$ cat src/rtl/gearbox_pkg.sv
// Shared helpers for the gearbox FIFO: width derivations, packing-order
// slice selection and parameter legality checks.
package gearbox_pkg;

  // Width of a counter that must hold 0..depth inclusive.
  function automatic int cnt_w(input int depth);
    return $clog2(depth + 1);
  endfunction

  // Width of a pointer addressing depth entries (at least one bit).
  function automatic int ptr_w(input int depth);
    return (depth > 1) ? $clog2(depth) : 1;
  endfunction

  // Slice that beat number idx lands in, given the packing order.
  function automatic int slice_idx(input int idx, input int ratio, input bit low_first);
    return low_first ? idx : (ratio - 1 - idx);
  endfunction

  function automatic bit is_pow2(input int v);
    return (v > 0) && ((v & (v - 1)) == 0);
  endfunction

  // Legal configurations: power-of-two depth of at least two, ratio >= 2.
  function automatic bit params_ok(input int depth, input int ratio);
    return is_pow2(depth) && (depth >= 2) && (ratio >= 2);
  endfunction

endpackage

$ cat src/rtl/beat_packer.sv
// Collects RATIO narrow beats into one wide word in the selected order.
// word_valid pulses on the final beat's acceptance with the complete word.
module beat_packer
  import gearbox_pkg::*;
#(
  parameter int IN_W      = 4,
  parameter int RATIO     = 2,
  parameter bit LOW_FIRST = 1'b1
) (
  input  logic                  clk,
  input  logic                  rst,
  input  logic                  flush,
  input  logic                  accept,
  input  logic [IN_W-1:0]       in_data,
  output logic [IN_W*RATIO-1:0] word,
  output logic                  word_valid,
  output logic                  partial
);

  localparam int OUT_W = IN_W * RATIO;
  localparam int IDX_W = $clog2(RATIO);

  logic [IDX_W-1:0] idx_reg;
  logic [OUT_W-1:0] pack_reg;
  logic [OUT_W-1:0] merged;
  logic [IDX_W-1:0] sel;
  logic             last_beat;

  assign sel       = IDX_W'(slice_idx(int'(idx_reg), RATIO, LOW_FIRST));
  assign last_beat = (idx_reg == IDX_W'(RATIO - 1));

  // Current packing register with the incoming beat dropped into its slice.
  for (genvar gi = 0; gi < RATIO; gi++) begin : g_slice
    assign merged[gi*IN_W +: IN_W] = (sel == IDX_W'(gi)) ? in_data
                                                           : pack_reg[gi*IN_W +: IN_W];
  end

  assign word       = merged;
  assign word_valid = accept & last_beat;
  assign partial    = (idx_reg != '0);

  // Beat index and packing register; a completed word restarts from empty.
  always_ff @(posedge clk or negedge rst) begin
    if (!rst) begin
      idx_reg  <= '0;
      pack_reg <= '0;
    end else if (flush) begin
      idx_reg  <= '0;
      pack_reg <= '0;
    end else if (accept) begin
      if (last_beat) begin
        idx_reg  <= '0;
        pack_reg <= '0;
      end else begin
        idx_reg  <= idx_reg + 1'b1;
        pack_reg <= merged;
      end
    end
  end

endmodule

$ cat src/rtl/gearbox_fifo.sv
// Width-converting FIFO: packs RATIO input beats per word, stores up to
// DEPTH words and presents the head word show-ahead. Occupancy is tracked
// by an explicit count so full/empty never depend on pointer equality.
module gearbox_fifo
  import gearbox_pkg::*;
#(
  parameter int IN_W      = 4,
  parameter int RATIO     = 2,
  parameter int DEPTH     = 8,
  parameter bit LOW_FIRST = 1'b1,
  parameter int AF_LEVEL  = 6
) (
  input  logic                          clk,
  input  logic                          rst,
  input  logic                          flush,
  input  logic [IN_W-1:0]               in_data,
  input  logic                          in_valid,
  output logic                          in_ready,
  output logic [IN_W*RATIO-1:0]         out_data,
  output logic                          out_valid,
  input  logic                          out_ready,
  output logic [cnt_w(DEPTH)-1:0]       count,
  output logic                          almost_full,
  output logic                          partial
);

  localparam int OUT_W = IN_W * RATIO;
  localparam int CNT_W = cnt_w(DEPTH);
  localparam int PTR_W = ptr_w(DEPTH);

  if (!params_ok(DEPTH, RATIO)) begin : g_bad_params
    $error("gearbox_fifo: DEPTH must be a power of two >= 2 and RATIO >= 2");
  end

  logic [OUT_W-1:0] mem [DEPTH];
  logic [PTR_W-1:0] wr_ptr_reg;
  logic [PTR_W-1:0] rd_ptr_reg;
  logic [CNT_W-1:0] count_reg;
  logic [CNT_W-1:0] count_next;
  logic [OUT_W-1:0] word;
  logic             word_valid;
  logic             accept;
  logic             push;
  logic             pop;
  logic             full;

  // Ready depends only on registered occupancy; flush keeps the input open
  // because whatever is offered that cycle is dropped anyway.
  assign full      = (count_reg == CNT_W'(DEPTH));
  assign in_ready  = flush | ~full;
  assign accept    = in_valid & in_ready & ~flush;
  assign push      = word_valid;
  assign out_valid = (count_reg != '0);
  assign pop       = out_valid & out_ready & ~flush;

  assign out_data    = out_valid ? mem[rd_ptr_reg] : '0;
  assign count       = count_reg;
  assign almost_full = (int'(count_reg) >= AF_LEVEL);

  beat_packer #(
    .IN_W      (IN_W),
    .RATIO     (RATIO),
    .LOW_FIRST (LOW_FIRST)
  ) u_packer (
    .clk        (clk),
    .rst        (rst),
    .flush      (flush),
    .accept     (accept),
    .in_data    (in_data),
    .word       (word),
    .word_valid (word_valid),
    .partial    (partial)
  );

  // Occupancy update: simultaneous push and pop leaves the count unchanged.
  always_comb begin
    count_next = count_reg;
    case ({push, pop})
      2'b10:   count_next = count_reg + 1'b1;
      2'b01:   count_next = count_reg - 1'b1;
      default: count_next = count_reg;
    endcase
  end

  // Word storage; contents are deliberately left unreset.
  always_ff @(posedge clk) begin
    if (push) begin
      mem[wr_ptr_reg] <= word;
    end
  end

  // Pointers and count, with flush taking priority over push and pop.
  always_ff @(posedge clk or negedge rst) begin
    if (!rst) begin
      wr_ptr_reg <= '0;
      rd_ptr_reg <= '0;
      count_reg  <= '0;
    end else if (flush) begin
      wr_ptr_reg <= '0;
      rd_ptr_reg <= '0;
      count_reg  <= '0;
    end else begin
      if (push) wr_ptr_reg <= wr_ptr_reg + 1'b1;
      if (pop)  rd_ptr_reg <= rd_ptr_reg + 1'b1;
      count_reg <= count_next;
    end
  end

  a_count_bound: assert property (@(posedge clk) disable iff (!rst)
    count_reg <= CNT_W'(DEPTH));
  a_no_overflow: assert property (@(posedge clk) disable iff (!rst)
    !(push && !pop && full));
  a_no_underflow: assert property (@(posedge clk) disable iff (!rst)
    !(pop && count_reg == '0));

endmodule

$ cat config.mk
export PLATFORM = sky130hd
export DESIGN_NAME = gearbox_fifo
export DESIGN_NICKNAME = d
export VERILOG_FILES = /design/src/rtl/gearbox_pkg.sv /design/src/rtl/beat_packer.sv /design/src/rtl/gearbox_fifo.sv
export SDC_FILE = /design/constraint.sdc
export NUM_CORES = 1
export LEC_CHECK = 0
export CAP_MARGIN = 20
export CORE_MARGIN = 5
export CORE_UTILIZATION = 35
export DETAILED_ROUTE_END_ITERATION = 10
export PLACE_DENSITY_LB_ADDON = 0.25
export SLEW_MARGIN = 5
export SYNTH_ARGS = -nofsm -noshare
export SYNTH_HDL_FRONTEND = slang
export SYNTH_SLANG_ARGS = --single-unit
$ cat constraint.sdc
create_clock -name clk -period 2.4 [get_ports clk]
set_clock_uncertainty 0.15 [all_clocks]
set_input_delay 0.36 -clock clk [delete_from_list [all_inputs] [get_ports clk]]
set_output_delay 0.36 -clock clk [all_outputs]
set_load 0.01 [all_outputs]
==> results.json, run 1 <==
{
  "status": "finished clean",
  "postPlaceCellArea_um2": 4322,
  "grt-ovfl-total": 0,
  "slew_violations": 0,
  "wl_per_cell_um": 16.97,
  "clkSinkCount": 83,
  "relSlewSlack": 0.7488,
  "grt_pass1_vias": 2347,
  "grt_usage": 0.1305,
  "multi_input_area_um2": 1205,
  "routed_wl_mm": 7.536,
  "fin_nets": 316,
  "syn2layout_area_growth_pct": 26.08,
  "drtIter0Drc": 75,
  "netlist_top_cells_area": "edfxtp_1 (52%), dfrtp_1 (13%), mux4_2 (9.8%)",
  "root_buffer": "clkbuf_8",
  "synth_seq_cells": 83,
  "period_share": 0.9704,
  "leakagePower_nw": 1.714,
  "antenna_found_initial": 0,
  "synth_seq_area_share": 0.6541,
  "htree_levels": 3,
  "synth-async-reset-ratio": 0.2289,
  "setup_viol": 0,
  "post-place-ws_ps": -58.12,
  "cap_violations": 0,
  "detail-route-antenna-nets": 0,
  "endpoint_kind": "register",
  "detail_route.first_pass.iterations": 4,
  "via_per_inst": 4.921,
  "dieArea_um2": 12620,
  "cp.required_ps": 2490,
  "yosys.area.top_type_share": 0.5244,
  "crit_arrival_ps": 2420,
  "total_power_mw": 4.161,
  "die_x_um": 112.3,
  "netlist_area_um2": 3665,
  "grt_max_degree": 20,
  "grt_setup_unrepaired": "yes",
  "dr_total_vias": 2185,
  "critPathMaxFanout": 3,
  "final_hold_viol_count": 0,
  "fmax_ghz": 0.4294,
  "timing.final.crit_period_ps": 2329,
  "yosys_warnings": 0,
  "tightestPinTransition_ps": 376.1,
  "final_area_um2": 4621,
  "row_count": 37,
  "cts_tree": "done",
  "hpwl_mm": 5.073,
  "drc": 0,
  "post-route-util": 0.4496,
  "hp-class": "in -> async",
  "cp-start-kind": "register",
  "syn_inst": 231,
  "yosys.area.top_type": "edfxtp_1",
  "coreArea_um2": 10280,
  "fin_setup_tns_ps": 0,
  "avgSynthCellArea_um2": 15.86,
  "dominantRegCellSynth": "edfxtp_1",
  "clkTransAtPathRegs_ps": 80,
  "synth_fp_nets": 244,
  "worst-setup-path-type": "reg -> reg",
  "antenna_cells": 0,
  "setup_ws_ps": 70.96,
  "power.density_nw_per_um2": 900.5,
  "gp_congestion": 0.8611,
  "clock_path_buffers": 2,
  "grt_pass1_wl_mm": 12.72,
  "clock_latency_ps": 350,
  "synth_edf_count": 64,
  "cts_made_buffers": 9,
  "drive_gt1_frac": 0.3636,
  "initial_utilization": 0.3566,
  "ios": 25,
  "place.port_buffers": 24,
  "die_y_um": 112.3,
  "synth_cell_type_count": 42,
  "regArea_um2": 2402,
  "num-fill-cells": 952,
  "ir_worst_vdd_mv": 0.3648,
  "largest_reg_flops": 64
}
-- area by class of cell --
type | instances | area share
sequential | 83 | 0.5199
multi-input combinational | 133 | 0.2608
timing repair buffer | 74 | 0.1392
tap | 136 | 0.03683
clock buffer | 10 | 0.02762
clock inverter | 6 | 0.01408
inverter | 2 | 0.001625
-- Yosys cell counts, types with 2 or more instances --
cell type / number
nand2b_1: 2
xnor2_1: 2
clkbuf_1: 5
buf_2: 4
and3_1: 4
nor3_1: 4
nand3_1: 6
mux4_2: 16
dfrtp_1: 19
nand4b_1: 4
nand2_1: 15
mux2_2: 8
o21ai_0: 4
nor2_1: 20
and2_1: 2
mux2i_1: 8
edfxtp_1: 64
nor3_2: 2
a21oi_1: 9
buf_6: 3
inv_1: 2
ha_1: 4
nor4_1: 2
xor2_1: 4
-- metal layers --
metal	track usage	up-vias	routed length, um
li1	-	1041	-
met1	0.1781	1097	3617
met2	0.2082	38	3584
met3	0.02318	9	213
met4	0.05048	0	121
met5	0	-	0
-- worst max-delay path, stage by stage (launching register included) --
cell      delay [ps]
dfrtp_2          430
buf_4            150
o41ai_4          390
nor3_2           100
buf_4            140
xor2_1           130
ha_1             200
a311o_1          330
o211ai_1         100
a21oi_1           90
-- final timing paths --
kind	start	end	slack, ps	depth (start not counted)
setup / recovery	count[0]	count[2]	70	9
hold / removal	rst	count[3]	190	2
setup reg to reg	count[0]	count[2]	70	9
hold reg to reg	u_packer.pack_reg[5]	u_packer.pack_reg[5]	370	1
max in group asynchronous	rst	rd_ptr_reg[0]	1690	2
min in group clk	u_packer.pack_reg[5]	u_packer.pack_reg[5]	370	1
-- cell usage in the layout (no fill, tap or decap), drive strengths merged, types with 4 or more instances in the layout --
cell	instances
nand4b	4
ha	4
clkinv	4
edfxtp	64
nand2	15
mux4	16
a21oi	10
clkbuf	10
mux2i	8
o21ai	4
xor2	4
mux2	8
clkdlybuf4s50	14
and3	4
nor3	6
dfrtp	19
nand3	6
buf	58
nor2	20
-- stage by stage --
stage	hold WS, ps	cells
3_5_place_dp	350.3	416
4_1_cts	188.7	445
3_3_place_gp	347.3	416
2_1_floorplan	-85.59	231
5_1_grt	200.0	444
6_report	186.7	444
-- where the power goes --
part | switching [mW] | internal (mW) | leakage (nW)
sequential | 0.0494 | 1.65 | 0.838
clock | 0.499 | 0.483 | 0.0983
combinational | 0.685 | 0.792 | 0.777
total | 1.23 | 2.93 | 1.71
-- logic make-up after synthesis --
kind of cell / share of synthesized area
flip-flops: 0.6541
AND/OR/NAND/NOR: 0.09866
multiplexers: 0.1448
AO/OA/AOI/OAI: 0.05156
buffers and inverters: 0.02287
XOR/XNOR: 0.01434
adder cells (fa/ha/maj): 0.01366
-- repair_timing --
item / CTS / global route
setup endpoints to repair: 11 / 10
hold buffers: 0 / 0
pin swaps: 2 / 8
resized for setup: 41 / 2
setup buffers: 11 / 2
cloned: 2 / 0
(Power assumes the default switching activity.)
==> inputs of run 2 (changes only) <==
--- a/config.mk
+++ b/config.mk
@@ -5,6 +5,7 @@
 export SDC_FILE = /design/constraint.sdc
 export NUM_CORES = 1
 export LEC_CHECK = 0
+export ABC_AREA = 1
 export CAP_MARGIN = 20
 export CORE_MARGIN = 5
 export CORE_UTILIZATION = 35
==> run 2 against run 1 <==
Against the previous run: sequential power barely moved; routed wire length rose by 6.8%; first-iteration DRC count rose by 96%; combinational power barely moved; global-route usage rose by 0.86 points; count of clock-buffer cells in the layout fell by 1; utilization barely moved; critical endpoint is now out_data[2]; critical path depth fell by 2; synthesized cell count rose by 42%.
==> results.json, run 2 <==
{
  "drive_gt1_frac": 0.1726,
  "synth_common_cells": "edfxtp_1 (64), nor2_1 (63), o21ai_0 (56)",
  "clkTransAtPathRegs_ps": 80,
  "synth_fp_nets": 340,
  "hpwl_mm": 5.579,
  "slowest_stage": "dfrtp_1",
  "power.density_nw_per_um2": 940.2,
  "row_count": 36,
  "ios": 25,
  "ir_worst_vdd_mv": 0.4686,
  "timing.rr.end": "count[3]",
  "initial_utilization": 0.3606,
  "root_buffer": "clkbuf_8",
  "relSlewSlack": 0.3088,
  "reg2regPathDepth": 15,
  "synth_cell_type_count": 24,
  "fin_hold_ws_ps": 192.4,
  "cp.required_ps": 1890,
  "wl_per_cell_um": 15.27,
  "netlist_top_cells_area": "edfxtp_1 (54%), dfrtp_1 (13%), o21ai_0 (7.9%)",
  "netlist_area_um2": 3557,
  "drc": 0,
  "cts_made_buffers": 9,
  "timing.reg2reg.setup_slack_ps": 240,
  "dr_total_vias": 2583,
  "fin_setup_tns_ps": 0,
  "yosysMostFrequentCell": "edfxtp_1",
  "die_x_um": 110.8,
  "fin_nets": 402,
  "place.port_buffers": 24,
  "timing.final.crit_period_ps": 2290,
  "detail-route-antenna-nets": 0,
  "endpoint_kind": "output port",
  "worst-setup-path-type": "reg -> out",
  "syn2layout_area_growth_pct": 24.80,
  "grt-ovfl-total": 0,
  "grt_setup_unrepaired": "yes",
  "r2r_start": "count[1]",
  "clock_path_buffers": 2,
  "gp_congestion": 0.8572,
  "cp-start-kind": "register",
  "cts_hold_buf": 0,
  "clock_latency_ps": 340,
  "antenna_cells": 0,
  "synth_edf_count": 64,
  "grt_pass1_wl_mm": 13.56,
  "period_share": 0.9543,
  "routed_wl_mm": 8.047,
  "yosys.area.top_type_share": 0.5403,
  "coreArea_um2": 9864,
  "antenna_found_initial": 0,
  "critPathMaxFanout": 12,
  "yosys_warnings": 0,
  "dieArea_um2": 12280,
  "finalNonFillerCells": 527,
  "avgSynthCellArea_um2": 10.88,
  "yosys.area.top_type": "edfxtp_1",
  "slew_violations": 0,
  "clkSinkCount": 83,
  "status": "finished clean",
  "synth_seq_cells": 83,
  "dominantRegCellSynth": "edfxtp_1",
  "hp-class": "in -> async",
  "grt_max_degree": 21,
  "grt_usage": 0.1391,
  "drtIter0Drc": 147,
  "cap_violations": 0,
  "cts_tree": "done",
  "most-common-layout-cells": "edfxtp_1 (64), nor2_1 (63), o21ai_0 (54), nand2_1 (36), buf_4 (30)",
  "syn_inst": 327,
  "crit_chain": "inv_1, buf_12, o21ai_0, o22ai_1, o21ai_1, a31oi_1, clkdlybuf4s15_1",
  "final_common_cell": "edfxtp_1",
  "total_power_mw": 4.174,
  "grt_pass1_vias": 2673,
  "via_per_inst": 4.901,
  "synth-async-reset-ratio": 0.2289,
  "final_hold_viol_count": 0,
  "setup_viol": 0,
  "detail_route.first_pass.iterations": 4,
  "crit_arrival_ps": 1780,
  "fmax_ghz": 0.4366,
  "leakagePower_nw": 1.719,
  "synth_seq_area_share": 0.6739,
  "largest_reg_flops": 64,
  "htree_levels": 3,
  "die_y_um": 110.8,
  "dp_cells": 509,
  "cpPeakStageDelay_ps": 410,
  "tightestPinTransition_ps": 1026
}
-- run 2: layout make-up --
class                      instances  area [um^2]
sequential                        83         2397
inverter                          29        108.9
clock inverter                     7        75.07
clock buffer                       9        123.9
timing repair buffer              62        554.3
tap                              133        166.4
multi-input combinational        204         1013
fill                             945         5425
-- run 2: what timing repair did --
item	CTS	global route
setup buffers	0	0
hold endpoints to repair	0	0
setup endpoints to repair	8	7
resized for setup	13	10
-- run 2: kinds of logic (layout without fill, tap and decap cells) --
family          count (synthesis)  count (layout)  synth area share
buf+inv                        40             107           0.04256
fa+ha+maj                       4               4           0.01407
flops                          83              83            0.6739
compound gates                 80              80            0.1210
simple gates                  119             119            0.1460
xor+xnor                        1               1          0.002463
-- run 2: per-stage QoR --
stage / cell area, um^2 / utilization / setup WS (ps)
floorplan: 3557 / - / 440.1
global placement: 4229 / 0.4287 / 111.3
detailed placement: 4229 / 0.4287 / 76.05
CTS: 4428 / 0.4489 / 11.63
global route: 4439 / 0.4500 / -22.78
finish: 4439 / 0.4500 / 109.7
-- run 2: worst max path at each step --
stage | from | endpoint | cells after the start
2_1_floorplan | count[3] | count[3] | 14
4_1_cts | rd_ptr_reg[0] | out_data[0] | 7
5_1_grt | rd_ptr_reg[0] | out_data[1] | 7
3_5_place_dp | rd_ptr_reg[0] | out_data[0] | 6
6_report | rd_ptr_reg[1] | out_data[2] | 7
3_3_place_gp | rd_ptr_reg[0] | out_data[4] | 7
-- run 2: power by group --
group / switching (mW) / total, mW / internal, mW
sequential: 0.0392 / 1.67 / 1.63
clock: 0.530 / 1.02 / 0.486
combinational: 0.836 / 1.49 / 0.651
total: 1.40 / 4.17 / 2.77
-- run 2: layer usage --
layer / up-vias / wire [um] / part of all wire / GRT usage
met4: 0 / 40 / 0.0050 / 0.02709
li1: 1261 / - / - / -
met3: 4 / 349 / 0.043 / 0.03821
met1: 1265 / 3833 / 0.48 / 0.1902
met2: 53 / 3824 / 0.48 / 0.2237
met5: - / 0 / 0 / 0
-- run 2: worst max-delay path: cells and delay by family (launching register included) --
kind | cells | cell delay (ps)
compound gates | 4 | 490
flops | 1 | 410
buf+inv | 3 | 530
